===== config.mk =====
export PLATFORM = sky130hd
export DESIGN_NAME = debug_uart_tx
export DESIGN_NICKNAME = d
export VERILOG_FILES = /design/src/rtl/debug_uart_tx.sv
export SDC_FILE = /design/constraint.sdc
export NUM_CORES = 1
export LEC_CHECK = 0
export CORE_MARGIN = 2
export CORE_UTILIZATION = 25
export DETAILED_ROUTE_END_ITERATION = 6
export HOLD_SLACK_MARGIN = 0.12
export PLACE_DENSITY_LB_ADDON = 0.25
export SYNTH_ARGS = -nofsm -noshare
export SYNTH_HDL_FRONTEND = slang
export SYNTH_SLANG_ARGS = --single-unit

===== constraint.sdc =====
create_clock -name clk -period 4.4 [get_ports clk]
set_input_delay 0.88 -clock clk [delete_from_list [all_inputs] [get_ports clk]]
set_output_delay 0.88 -clock clk [all_outputs]
set_load 0.05 [all_outputs]

===== src/rtl/debug_uart_tx.sv =====
// Debug-port UART transmitter: snapshots seven 8-bit ports on start and sends
// them as one 8N1 frame (sync, seven data bytes, additive checksum).
module debug_uart_tx #(
  parameter int          CLKS_PER_BIT = 434,
  parameter logic [7:0]  SYNC_BYTE    = 8'hA5
) (
  input  logic       clk,
  input  logic       nreset,
  input  logic       start,
  input  logic [7:0] debug_port1,
  input  logic [7:0] debug_port2,
  input  logic [7:0] debug_port3,
  input  logic [7:0] debug_port4,
  input  logic [7:0] debug_port5,
  input  logic [7:0] debug_port6,
  input  logic [7:0] debug_port7,
  output logic       tx,
  output logic       busy,
  output logic       frame_done
);

  // state     | meaning
  // IDLE      | line high, waiting for start
  // START_BIT | driving the start bit (0) of the current byte
  // DATA_BITS | driving data bits LSB first
  // STOP_BIT  | driving the stop bit (1); last byte returns to IDLE
  typedef enum logic [1:0] {IDLE, START_BIT, DATA_BITS, STOP_BIT} state_t;

  localparam int          TW   = $clog2(CLKS_PER_BIT);
  localparam logic [TW-1:0] LOAD = TW'(CLKS_PER_BIT - 1);

  state_t          state_q, state_d;
  logic [TW-1:0]   timer_q, timer_d;
  logic [2:0]      bit_idx_q, bit_idx_d;
  logic [3:0]      byte_idx_q, byte_idx_d;
  logic [7:0]      snap_q [7];
  logic [7:0]      snap_d [7];
  logic [7:0]      csum_q, csum_d;
  logic            tx_q, tx_d;
  logic            busy_q, busy_d;
  logic            done_q, done_d;

  logic [7:0]      cur_byte;
  logic [7:0]      port_sum;
  logic            timer_last;

  assign tx         = tx_q;
  assign busy       = busy_q;
  assign frame_done = done_q;

  assign timer_last = (timer_q == '0);
  assign port_sum   = debug_port1 + debug_port2 + debug_port3 + debug_port4 +
                      debug_port5 + debug_port6 + debug_port7;

  always_comb begin
    cur_byte = SYNC_BYTE;
    case (byte_idx_q)
      4'd0:    cur_byte = SYNC_BYTE;
      4'd1:    cur_byte = snap_q[0];
      4'd2:    cur_byte = snap_q[1];
      4'd3:    cur_byte = snap_q[2];
      4'd4:    cur_byte = snap_q[3];
      4'd5:    cur_byte = snap_q[4];
      4'd6:    cur_byte = snap_q[5];
      4'd7:    cur_byte = snap_q[6];
      default: cur_byte = csum_q;
    endcase
  end

  always_comb begin
    state_d    = state_q;
    timer_d    = timer_q;
    bit_idx_d  = bit_idx_q;
    byte_idx_d = byte_idx_q;
    snap_d     = snap_q;
    csum_d     = csum_q;
    tx_d       = tx_q;
    busy_d     = busy_q;
    done_d     = 1'b0;

    case (state_q)
      IDLE: begin
        tx_d   = 1'b1;
        busy_d = 1'b0;
        if (start) begin
          snap_d[0]  = debug_port1;
          snap_d[1]  = debug_port2;
          snap_d[2]  = debug_port3;
          snap_d[3]  = debug_port4;
          snap_d[4]  = debug_port5;
          snap_d[5]  = debug_port6;
          snap_d[6]  = debug_port7;
          csum_d     = port_sum;
          byte_idx_d = 4'd0;
          bit_idx_d  = 3'd0;
          timer_d    = LOAD;
          tx_d       = 1'b0;
          busy_d     = 1'b1;
          state_d    = START_BIT;
        end
      end

      START_BIT: begin
        if (timer_last) begin
          timer_d   = LOAD;
          bit_idx_d = 3'd0;
          tx_d      = cur_byte[0];
          state_d   = DATA_BITS;
        end else begin
          timer_d = timer_q - 1'b1;
        end
      end

      DATA_BITS: begin
        if (timer_last) begin
          timer_d = LOAD;
          if (bit_idx_q == 3'd7) begin
            tx_d    = 1'b1;
            state_d = STOP_BIT;
          end else begin
            bit_idx_d = bit_idx_q + 3'd1;
            tx_d      = cur_byte[bit_idx_q + 3'd1];
          end
        end else begin
          timer_d = timer_q - 1'b1;
        end
      end

      STOP_BIT: begin
        if (timer_last) begin
          if (byte_idx_q != 4'd8) begin
            byte_idx_d = byte_idx_q + 4'd1;
            timer_d    = LOAD;
            tx_d       = 1'b0;
            state_d    = START_BIT;
          end else begin
            // Frame complete; start is re-sampled in this same IDLE cycle.
            byte_idx_d = 4'd0;
            bit_idx_d  = 3'd0;
            timer_d    = '0;
            tx_d       = 1'b1;
            busy_d     = 1'b0;
            done_d     = 1'b1;
            state_d    = IDLE;
          end
        end else begin
          timer_d = timer_q - 1'b1;
        end
      end

      default: begin
        state_d = IDLE;
        tx_d    = 1'b1;
        busy_d  = 1'b0;
      end
    endcase
  end

  always_ff @(posedge clk) begin
    if (!nreset) begin
      state_q    <= IDLE;
      timer_q    <= '0;
      bit_idx_q  <= 3'd0;
      byte_idx_q <= 4'd0;
      csum_q     <= 8'd0;
      tx_q       <= 1'b1;
      busy_q     <= 1'b0;
      done_q     <= 1'b0;
    end else begin
      state_q    <= state_d;
      timer_q    <= timer_d;
      bit_idx_q  <= bit_idx_d;
      byte_idx_q <= byte_idx_d;
      csum_q     <= csum_d;
      tx_q       <= tx_d;
      busy_q     <= busy_d;
      done_q     <= done_d;
    end
  end

  // Snapshot contents are don't-care after reset, so no reset term here.
  always_ff @(posedge clk) begin
    snap_q <= snap_d;
  end

endmodule


Word-level counts from Yosys, hierarchy flattened
Index checks and enable logic that the tools add are counted.
- flip-flop bits (word level): 85
- input bits: 59
- word-level logic and storage cells: 93
- $add $sub $neg: 9
- magnitude comparators: 1
- equality and inequality tests: 19
- muxes and demuxes: 37
- reduce and logical (&&, ||, !) cells: 12
- operator list (kind ; number):
    $pmux 8 s8 ; 1
    $add 8x8->8 ; 6
    $mux 9 ; 4
    $pmux 9 s3 ; 1
    $mux 3 ; 6
    $eq 4x3->1 const B ; 4
    $ne 2x2->1 const B ; 7
    $mux 4 ; 3
    $pmux 3 s4 ; 1
    $reduce_and 3->1 ; 4
    $mux 1 ; 11
    $mux 2 ; 5
    $logic_not 9->1 ; 1
    $sub 9x1->9 const B ; 1
    $eq 4x2->1 const B ; 2
    $pmux 2 s4 ; 1
    $pmux 4 s2 ; 1
    $reduce_and 6->1 ; 1
    $reduce_and 5->1 ; 1
    $add 4x1->4 const B ; 1
    $eq 2x2->1 const B ; 2
    $eq 4x1->1 const B ; 1
    $logic_not 4->1 ; 1
    $lt 3x4->1 const B ; 1
    11 further kinds ; 11

Depth between registers and ports, before layout
Gate-level depths: netlist of run 1.
- depth in word-level cells: 7
- mapped depth: 15
- mapped depth without buffers: 15

Worst setup path before layout of run 1
OpenSTA, ideal clock, no wires.
- path kind: input-to-reg
- start point: in debug_port1[2]
- end point: reg csum_q[7]
- arrival time: 4.168 ns
- data required time: 4.228 ns
- slack: 0.060 ns
- stages on the path: 14
- cell sequence: fa_1 inv_1 fa_1 fa_1 inv_1 fa_1 inv_1 fa_1 nor2b_1 nor3_1 o21bai_1 a21oi_1 xnor2_1 a21oi_1
- word-level cells in the longest chain between the ends: 6
- ends and longest elaborated chain (item ; RTL line ; text):
    start: declaration ; 10 ; input logic [7:0] debug_port1,
    $add 8x8->8 (4 in a row) ; 52 ; assign port_sum = debug_port1 + debug_port2 + debug_port3 + debug_port4 +
    $add 8x8->8 (2 in a row) ; 53 ; debug_port5 + debug_port6 + debug_port7;
    end signal: assignment ; 174 ; csum_q <= csum_d;
    end: declaration ; 38 ; logic [7:0] csum_q, csum_d;
No other way between the ends.
A chain may end at the register's enable or synchronous reset.

Final worst setup path of run 1
- start point: in debug_port2[4]
- end point: reg csum_q[6]
- word-level cells in the longest chain between the ends: 6
- ends and longest elaborated chain (item ; RTL line ; text):
    start: declaration ; 11 ; input logic [7:0] debug_port2,
    $add 8x8->8 (4 in a row) ; 52 ;
    $add 8x8->8 (2 in a row) ; 53 ;
No other way between the ends.

==> results.cfg, run 1 <==
[layout]
drive_above_1_share_pct = 14.9
n_antenna_cell = 0
final_cell_mix = inv_1 (64), edfxtp_1 (56), clkdlybuf4s50_1 (40), nand2_1 (39)
syn2layout_area_growth_pct = 29.2
nNetsFinal = 650
layout.cells.most_common = inv_1

[logic_synthesis]
synth_flop_cell = edfxtp_1
ys_ff_latch = 85
synth-edff-count = 56
syn_nets = 568
async_flop_share_pct = 0
seq_area_frac_synth_pct = 45.1
syn_area_per_cell_um2 = 11.0
netlist_area_um2 = 5010
synth.distinct_cells = 61
netlist_instances = 456
yosysWarnings = 0

[global_route]
antenna_found_initial = 0
grt_use_total_pct = 12.5
grt_pass1_vias = 3951
grt_max_degree = 40
grt_pass1_wl_mm = 20.8
overflow = 0

[clocking]
h-tree-depth = 3
clk_path_buf_depth = 2
cts_tree = yes
numCtsBuffers = 9
clk-insertion-delay-late_ns = 0.35
cts.sinks = 85
clockRootBuffer = clkbuf_16
path_clk_slew_ns = 0.06

[detailed_routing]
finalWirelength_mm = 12.6
ant_nets = 0
drc = 0
routed-via-count = 3624
wl_per_cell_um = 15.6
drt_iter0_drc = 198
viasPerCell = 4.49
drt_first_pass_iters = 5

[sta]
fin_crit_sh_pct = 96.6
rsz0062_at_grt = no
fin_tns_setup_ns = 0
clock.fmax_ghz = 0.235
slew_violations = 0
period_minus_slack_ns = 4.25
fin_ws_ns = 0.151
hold_viol_final = 0
relSlewSlack_pct = 43.0
tightest_slew_ns = 0.853
fin_skew_ns = 0.00588
setup_viol = 0

[floorplan]
start_util_pct = 25.6
core_um2 = 19600
fp.dieW_um = 146
die-height_um = 146
rows = 51
num_io_pins = 62
die_area_um2 = 21200

[worst_setup_path]
cp_num_buf_inv = 6
worstPathRequired_ns = 4.64
worst_setup_path_start_kind = input port
cp-end-kind = flip-flop
crit_chain = clkdlybuf4s50_1 -> inv_1 -> fa_1 -> inv_1 -> fa_1 -> inv_1 -> fa_1 -> fa_1 -> inv_1 -> ha_4 -> inv_1 -> o21bai_1 -> a21oi_2 -> mux2i_1 -> a31o_2
cp_max_fo = 4
critical_path.slowest_cell = fa_1
slowest_delay_ns = 0.53
critPathKind = in2reg
crit_path_frequent_cell = inv_1
cp.arrival_ns = 4.49
cp_top_family = adder cells

[placed_design]
place_ws_ns = -0.630
place_congestion = 0.803
dp_hpwl_mm = 9.39
portBuffers = 61

[run_status]
status = finished, final reports clean

[run]
cap_violations = 0

[power_and_ir_drop]
ir_drop_v = 0.000218
p_leak_nw = 2.57
power.density_nw_per_um2 = 613

[worst_hold_path]
min_path_type = reg2reg
-- final timing paths --
kind                  start        end  slack [ns]  cells past startpoint
max reg2reg   byte_idx_q[0]         tx        1.76                      8
max          debug_port2[4]  csum_q[6]        0.15                     15
min               csum_q[0]  csum_q[0]        0.45                      2
min reg2reg       csum_q[0]  csum_q[0]        0.45                      2
-- timing repair --
action | CTS | global route
endpoints found under the setup margin | 3 | 4
resized for setup | 19 | 33
setup buffers | 3 | 1
hold buffers | 0 | 0
pin swaps | 11 | 23
-- where the power goes --
group | total [mW] | switching, mW | leakage [nW] | internal [mW]
combinational | 2.06 | 1.14 | 1.68 | 0.927
clock | 0.699 | 0.318 | 0.124 | 0.381
sequential | 1.21 | 0.111 | 0.772 | 1.10
total | 3.97 | 1.56 | 2.57 | 2.41
-- layer usage --
layer	vias to the layer above	wire length [um]	global-route usage, %
met4	0	171	3.43
met5	-	0	0
met1	1782	5520	15.5
met3	16	533	3.17
li1	1734	-	-
met2	92	6360	21.8
-- sequential cells by signal (all words and copies together), names as in the netlist --
| signal | cells |
|---|---|
| bit_idx_q | 3 |
| busy | 1 |
| byte_idx_q | 4 |
| csum_q | 8 |
| frame_done | 1 |
| snap_q | 56 |
| state_q | 2 |
| timer_q | 9 |
| tx | 1 |
-- logic make-up (layout without fill, tap and decap cells) --
kind of cell / after synthesis / after routing / synth area share [%]
AND/OR/NAND/NOR: 107 / 107 / 11.1
AO/OA/AOI/OAI: 93 / 93 / 13.5
buffers and inverters: 90 / 177 / 7.19
flip-flops: 85 / 85 / 45.1
adder cells (fa/ha/maj): 53 / 53 / 18.0
XOR/XNOR: 20 / 20 / 3.49
multiplexers: 8 / 8 / 1.62
-- stage by stage --
stage | instance area [um2] | instances | power (mW) | util, % | hold WS, ns
after floorplan | 5010 | 456 | 2.51 | - | 0.430
after global placement | 6050 | 788 | 2.97 | 30.9 | 0.441
after detailed placement | 6050 | 788 | 3.03 | 30.9 | 0.443
after CTS | 6380 | 807 | 3.89 | 32.6 | 0.452
after global routing | 6480 | 808 | 4.29 | 33.1 | 0.471
final | 6480 | 808 | 3.97 | 33.1 | 0.450
-- Yosys cell counts, types with 3 or more instances --
cell       instances  area (um2)
nand3_1            4        20.0
xor2_1             3        26.3
a222oi_1           3        30.0
a221oi_1           8        70.1
fa_1              32         641
a211oi_1           5        37.5
ha_1              21         263
nand3b_1           3        22.5
xnor2_1           17         149
edfxtp_1          56        1680
nor4_1             3        18.8
a2111oi_0          3        26.3
mux2i_1            7        70.1
o21bai_1           3        22.5
nor2b_1            3        18.8
nand2b_1           6        37.5
nor3_1             6        30.0
buf_2             10        50.1
inv_1             69         259
a21oi_1           22         110
a22oi_1           12        90.1
a31oi_1            3        18.8
nor2_1            25        93.8
dfxtp_1           29         581
nand2_1           39         146
o21ai_0           12        60.1
clkbuf_1           6        22.5
-- worst register-to-register path, cell delays in order, from the launching register on --
cell	delay, ns
dfxtp_1	0.42
inv_1	0.10
ha_1	0.44
nor2_1	0.50
a32oi_1	0.15
o31ai_2	0.38
o21ai_0	0.14
a221oi_1	0.28
o21ai_1	0.11
-- area by class of cell --
type                            count  area, um2
Multi-Input combinational cell    281       2500
Timing Repair Buffer               90        851
Clock inverter                      6       41.3
Sequential cell                    85       2260
Tap cell                          265        332
Fill cell                        2001      13100
Inverter                           71        267
Clock buffer                       10        229
(Power assumes the default switching activity.)
==> run 2, diff against run 1 <==
==> constraint.sdc (replaced) <==
create_clock -name clk -period 4.5 [get_ports clk]
set_input_delay 0.9 -clock clk [delete_from_list [all_inputs] [get_ports clk]]
set_output_delay 0.9 -clock clk [all_outputs]
set_load 0.05 [all_outputs]
==> run 2 against run 1 <==
Net effect: die area did not move; clock power up 22%; critical endpoint unchanged; first-iteration DRC count increased by 4.0%.
==> results.cfg, run 2 (synthesis results as in run 1) <==
[run_status]
status = finished, final reports clean

[clocking]
clk-insertion-delay-late_ns = 0.35
clockRootBuffer = clkbuf_16
h-tree-depth = 3
path_clk_slew_ns = 0.06
clk_path_buf_depth = 2
numCtsBuffers = 9
cts_tree = yes
cts.sinks = 85

[placed_design]
dp_hpwl_mm = 9.25
place_area_um2 = 6030
place_congestion = 0.811
place_ws_ns = -0.493
portBuffers = 61

[power_and_ir_drop]
ir_drop_v = 0.000263
swShare_pct = 37.7
power.density_nw_per_um2 = 602
clock_power_share_pct = 21.8
p_leak_nw = 2.59
internal-power_mw = 2.44
comb_power_share_pct = 48.1
power.switching_mw = 1.48
pwr-share-seq_pct = 30.2

[run]
cap_violations = 0

[detailed_routing]
dr_wl_met3_um = 459
wl_per_cell_um = 15.4
drt_first_pass_iters = 4
topRoutingLayerUsed = met4
viasPerCell = 4.43
finalWirelength_mm = 12.3
drt_iter0_drc = 206
wl_met2_mm = 6.04
routed-via-count = 3554
drc = 0
wl_met1_mm = 5.62
ant_nets = 0

[worst_setup_path]
worst_setup_path_start_kind = input port
r2r_slack_ns = 1.91
crit_path_frequent_cell = fa_1
worstReg2RegStart = byte_idx_q[0]
rr_endpoint = tx
cp-end-kind = flip-flop
critical_path.slowest_cell = fa_1
critPathKind = in2reg
worstPathRequired_ns = 4.74
cp_max_fo = 2
cp.arrival_ns = 4.57
r2r_cells = 8
slowest_delay_ns = 0.54
crit_chain = clkdlybuf4s50_1 -> inv_1 -> fa_2 -> fa_1 -> fa_1 -> inv_1 -> fa_1 -> ha_1 -> a21o_1 -> a21oi_2 -> o21bai_1 -> a21oi_2 -> mux2i_1 -> a31o_2

[worst_hold_path]
hold_depth = 2
min_path_type = reg2reg
hp-start = csum_q[3]
worstHoldEndpoint = csum_q[3]

[sta]
fin_tns_setup_ns = 0
slew_violations = 0
setup_viol = 0
hold_viol_final = 0
period_minus_slack_ns = 4.33
relSlewSlack_pct = 47.1
fin_ws_ns = 0.169
tightest_slew_ns = 0.794
fin_skew_ns = 0.00702
fin_crit_sh_pct = 96.2
clock.fmax_ghz = 0.231

[global_route]
grt_max_degree = 32
antenna_found_initial = 0
grt_pass1_vias = 3800
overflow = 0
grt_use_total_pct = 12.0
grt_pass1_wl_mm = 19.8

[layout]
syn2layout_area_growth_pct = 29.7
design_area_um2 = 6500
num-fill-cells = 1952
largest_reg_flops = 56
n_antenna_cell = 0
final_cell_mix = inv_1 (64), edfxtp_1 (56), clkdlybuf4s50_1 (46), nand2_1 (39)
regMostFlops = snap_q
layout.cells.most_common = inv_1
nNetsFinal = 645
largestRegisters = snap_q x56, timer_q x9, csum_q x8
drive_above_1_share_pct = 13.4

[floorplan]
rows = 51
start_util_pct = 25.6
die_area_um2 = 21200
core_um2 = 19600
num_io_pins = 62
fp.dieW_um = 146
die-height_um = 146
==> run 2: worst max path at each step <==
stage	from	end	slack [ns]	depth (start not counted)
3_3_place_gp	debug_port1[3]	csum_q[7]	-0.44	16
5_1_grt	debug_port1[1]	csum_q[7]	-0.003	15
3_5_place_dp	debug_port1[3]	csum_q[7]	-0.49	16
6_report	debug_port2[1]	csum_q[6]	0.17	14
4_1_cts	debug_port1[3]	csum_q[7]	0.007	16
2_1_floorplan	debug_port1[2]	csum_q[7]	0.14	14
==> run 2: cell type report <==
class	instances	area, um2	area share [%]
tap	265	332	5.10
multi-input combinational	281	2480	38.1
inverter	71	267	4.10
sequential	85	2260	34.8
clock inverter	7	114	1.75
clock buffer	9	225	3.46
timing repair buffer	85	828	12.7
==> run 2: critical path: cells and delay by family <==
family | cells | cell delay, ns
AOI/OAI and AO/OA | 5 | 0.80
muxes | 1 | 0.09
adders and majority gates | 5 | 2.16
buffers and inverters | 3 | 0.62
==> run 2: per-layer routing <==
metal,vias up,track usage [%]
met5,-,0
met1,1736,14.9
li1,1735,-
met3,16,2.60
met4,0,5.49
met2,67,20.1
==> run 2: power groups by stage <==
stage | Sequential [mW] | Combinational, mW | Clock, mW
floorplan | 1.19 | 1.26 | 0
global placement | 1.19 | 1.71 | 0
detailed placement | 1.20 | 1.74 | 0
CTS | 1.18 | 1.81 | 0.875
global route | 1.20 | 2.11 | 0.901
finish | 1.18 | 1.88 | 0.853
==> run 2: through the flow <==
step                hold WS (ns)  cells  power [mW]  utilization, %
floorplan                  0.430    456        2.45               -
finish                     0.452    803        3.92            33.2
detailed placement         0.445    786        2.94            30.8
CTS                        0.454    803        3.87            32.7
global route               0.474    803        4.21            33.2
global placement           0.441    786        2.90            30.8
==> run 2: repair_timing <==
action                     in CTS  in global routing
gates resized for setup         6                 30
buffers inserted                1                  0
pin swaps                       4                 17
setup endpoints to repair       2                  4
hold buffers                    0                  0
==> run 3, diff against run 2 <==
--- a/config.mk
+++ b/config.mk
@@ -5,7 +5,6 @@
 export SDC_FILE = /design/constraint.sdc
 export NUM_CORES = 1
 export LEC_CHECK = 0
-export CORE_MARGIN = 2
 export CORE_UTILIZATION = 25
 export DETAILED_ROUTE_END_ITERATION = 6
 export HOLD_SLACK_MARGIN = 0.12
==> constraint.sdc (replaced) <==
create_clock -name clk -period 5.5 [get_ports clk]
set_input_delay 1.1 -clock clk [delete_from_list [all_inputs] [get_ports clk]]
set_output_delay 1.1 -clock clk [all_outputs]
set_load 0.05 [all_outputs]
==> run 3 against run 2 <==
Net effect: critical path depth rose by 2; global-route usage rose by 0.79 points; clock-buffer cell count did not move; clock skew rose by 0.0028 ns; worst setup slack improved by 0.48 ns; first-iteration DRC count did not move; worst hold slack improved by 0.00077 ns; sequential cell count did not move; non-clock buffer count fell by 22; die area fell by 2.7%; utilization fell by 1.5 points; largest power group unchanged.
==> results.cfg, run 3 (synthesis results as in run 1) <==
[global_route]
overflow = 0
grt_use_total_pct = 12.8
antenna_found_initial = 0
grt_pass1_vias = 3772
grt_pass1_wl_mm = 19.8
grt_max_degree = 48

[clocking]
clk_path_buf_depth = 2
clockRootBuffer = clkbuf_16
path_clk_slew_ns = 0.07
postCtsSetupBuffers = 0
cts.sinks = 85
cts_hold_buf = 0
h-tree-depth = 3
clk-insertion-delay-late_ns = 0.35
cts_tree = yes
post_cts_resized = 0
numCtsBuffers = 9

[worst_setup_path]
worstPathRequired_ns = 5.69
crit_chain = clkdlybuf4s50_1 -> inv_1 -> fa_1 -> inv_1 -> fa_1 -> inv_1 -> fa_1 -> fa_1 -> inv_1 -> ha_1 -> nor2b_1 -> nor3_1 -> o21bai_1 -> a21oi_1 -> xnor2_1 -> a21oi_1
cp.arrival_ns = 5.04
critPathKind = in2reg
cp-end-kind = flip-flop
cp_top_family = adder cells
r2r_slack_ns = 2.83
cp_num_buf_inv = 5
worst_setup_path_start_kind = input port
r2r_cells = 5
cp_max_fo = 3
worstReg2RegStart = state_q[0]
rr_endpoint = snap_q[4]
crit_path_start = debug_port1[3]
critical_path.slowest_cell = fa_1
slowest_delay_ns = 0.55

[sta]
period_minus_slack_ns = 4.85
relSlewSlack_pct = 32.9
fin_skew_ns = 0.00984
fin_tns_setup_ns = 0
tightest_slew_ns = 1.00
clock.fmax_ghz = 0.206
rsz0062_at_grt = no
hold_viol_final = 0
setup_viol = 0
slew_violations = 0
fin_crit_sh_pct = 88.2

[placed_design]
place_area_um2 = 5880
place_congestion = 0.803
portBuffers = 61
dp_hpwl_mm = 8.97

[run_status]
status = finished, final reports clean

[detailed_routing]
wl_per_cell_um = 15.5
drt_first_pass_iters = 5
ant_nets = 0
drc = 0
finalWirelength_mm = 12.1
routed-via-count = 3485
drt_iter0_drc = 206
viasPerCell = 4.46

[floorplan]
rows = 51
die-height_um = 144
die_area_um2 = 20600
num_io_pins = 62
fp.dieW_um = 144
core_um2 = 19600
start_util_pct = 25.6

[worst_hold_path]
worstHoldEndpoint = csum_q[4]
min_path_type = reg2reg
hp-start = csum_q[4]
hold_depth = 2

[run]
cap_violations = 0

[power_and_ir_drop]
power.density_nw_per_um2 = 486
ir_drop_v = 0.000161
p_leak_nw = 2.35

[layout]
largest_reg_flops = 56
nNetsFinal = 623
layout.cells.most_common = inv_1
largestRegisters = snap_q x56, timer_q x9, csum_q x8
design_area_um2 = 6210
regArea_um2 = 2260
drive_above_1_share_pct = 6.59
n_antenna_cell = 0
regMostFlops = snap_q
num-fill-cells = 1987
syn2layout_area_growth_pct = 23.8
final_cell_mix = inv_1 (69), clkdlybuf4s50_1 (61), edfxtp_1 (56), nand2_1 (39), fa_1 (32)
multi_input_area_um2 = 2390
[run 3: changes by cell type in the layout (fill, tap and decap cells not counted), sizes merged]
cell           change
clkinv             -2
buf               -22
clkdlybuf4s50     +15
dlymetal6s2s      -15
inv                +4
bufinv             -1
clkinvlp           -1
[run 3: power breakdown]
group          internal [mW]  switching, mW
Clock                  0.405          0.275
Combinational          0.561          0.808
Sequential             0.880         0.0877
Total                   1.85           1.17
[run 3: layout make-up]
| type | instances | area share, % |
|---|---|---|
| tap | 265 | 5.34 |
| sequential | 85 | 36.5 |
| timing repair buffer | 63 | 10.1 |
| inverter | 71 | 4.29 |
| clock buffer | 9 | 3.63 |
| multi-input combinational | 281 | 38.5 |
| clock inverter | 7 | 1.67 |
[run 3: per-stage QoR]
step                      instances  setup slack [ns]  power, mW  utilization [%]  hold WS [ns]
after floorplan                 456             0.940       2.01                -         0.430
after global placement          765             0.347       2.32             30.0         0.441
after detailed placement        765             0.274       2.36             30.0         0.446
after CTS                       781             0.647       3.05             31.7         0.456
after global routing            781             0.408       3.26             31.7         0.474
final                           781             0.651       3.02             31.7         0.453
[run 3: worst max-delay path by stage]
stage	to	depth (start not counted)
global route	csum_q[7]	16
detailed placement	csum_q[7]	16
global placement	csum_q[7]	16
CTS	csum_q[7]	16
floorplan	csum_q[7]	14
finish	csum_q[7]	16
[run 3: layer usage]
metal  vias to the layer above  track usage [%]  part of all wire (%)
met4                         0             3.30                  0.98
met2                        69             22.0                    50
met1                      1715             15.9                    46
li1                       1689                -                     -
met3                        12             3.37                   3.7
met5                         -                0                     0
[run 3: worst reg2reg max path, delay by kind of cell, from the launching register on]
kind                     cells  cell delay (ns)
adder cells (fa/ha/maj)      1             0.28
buffers and inverters        3             1.42
flip-flops                   1             0.34
AND/OR/NAND/NOR              1             0.32
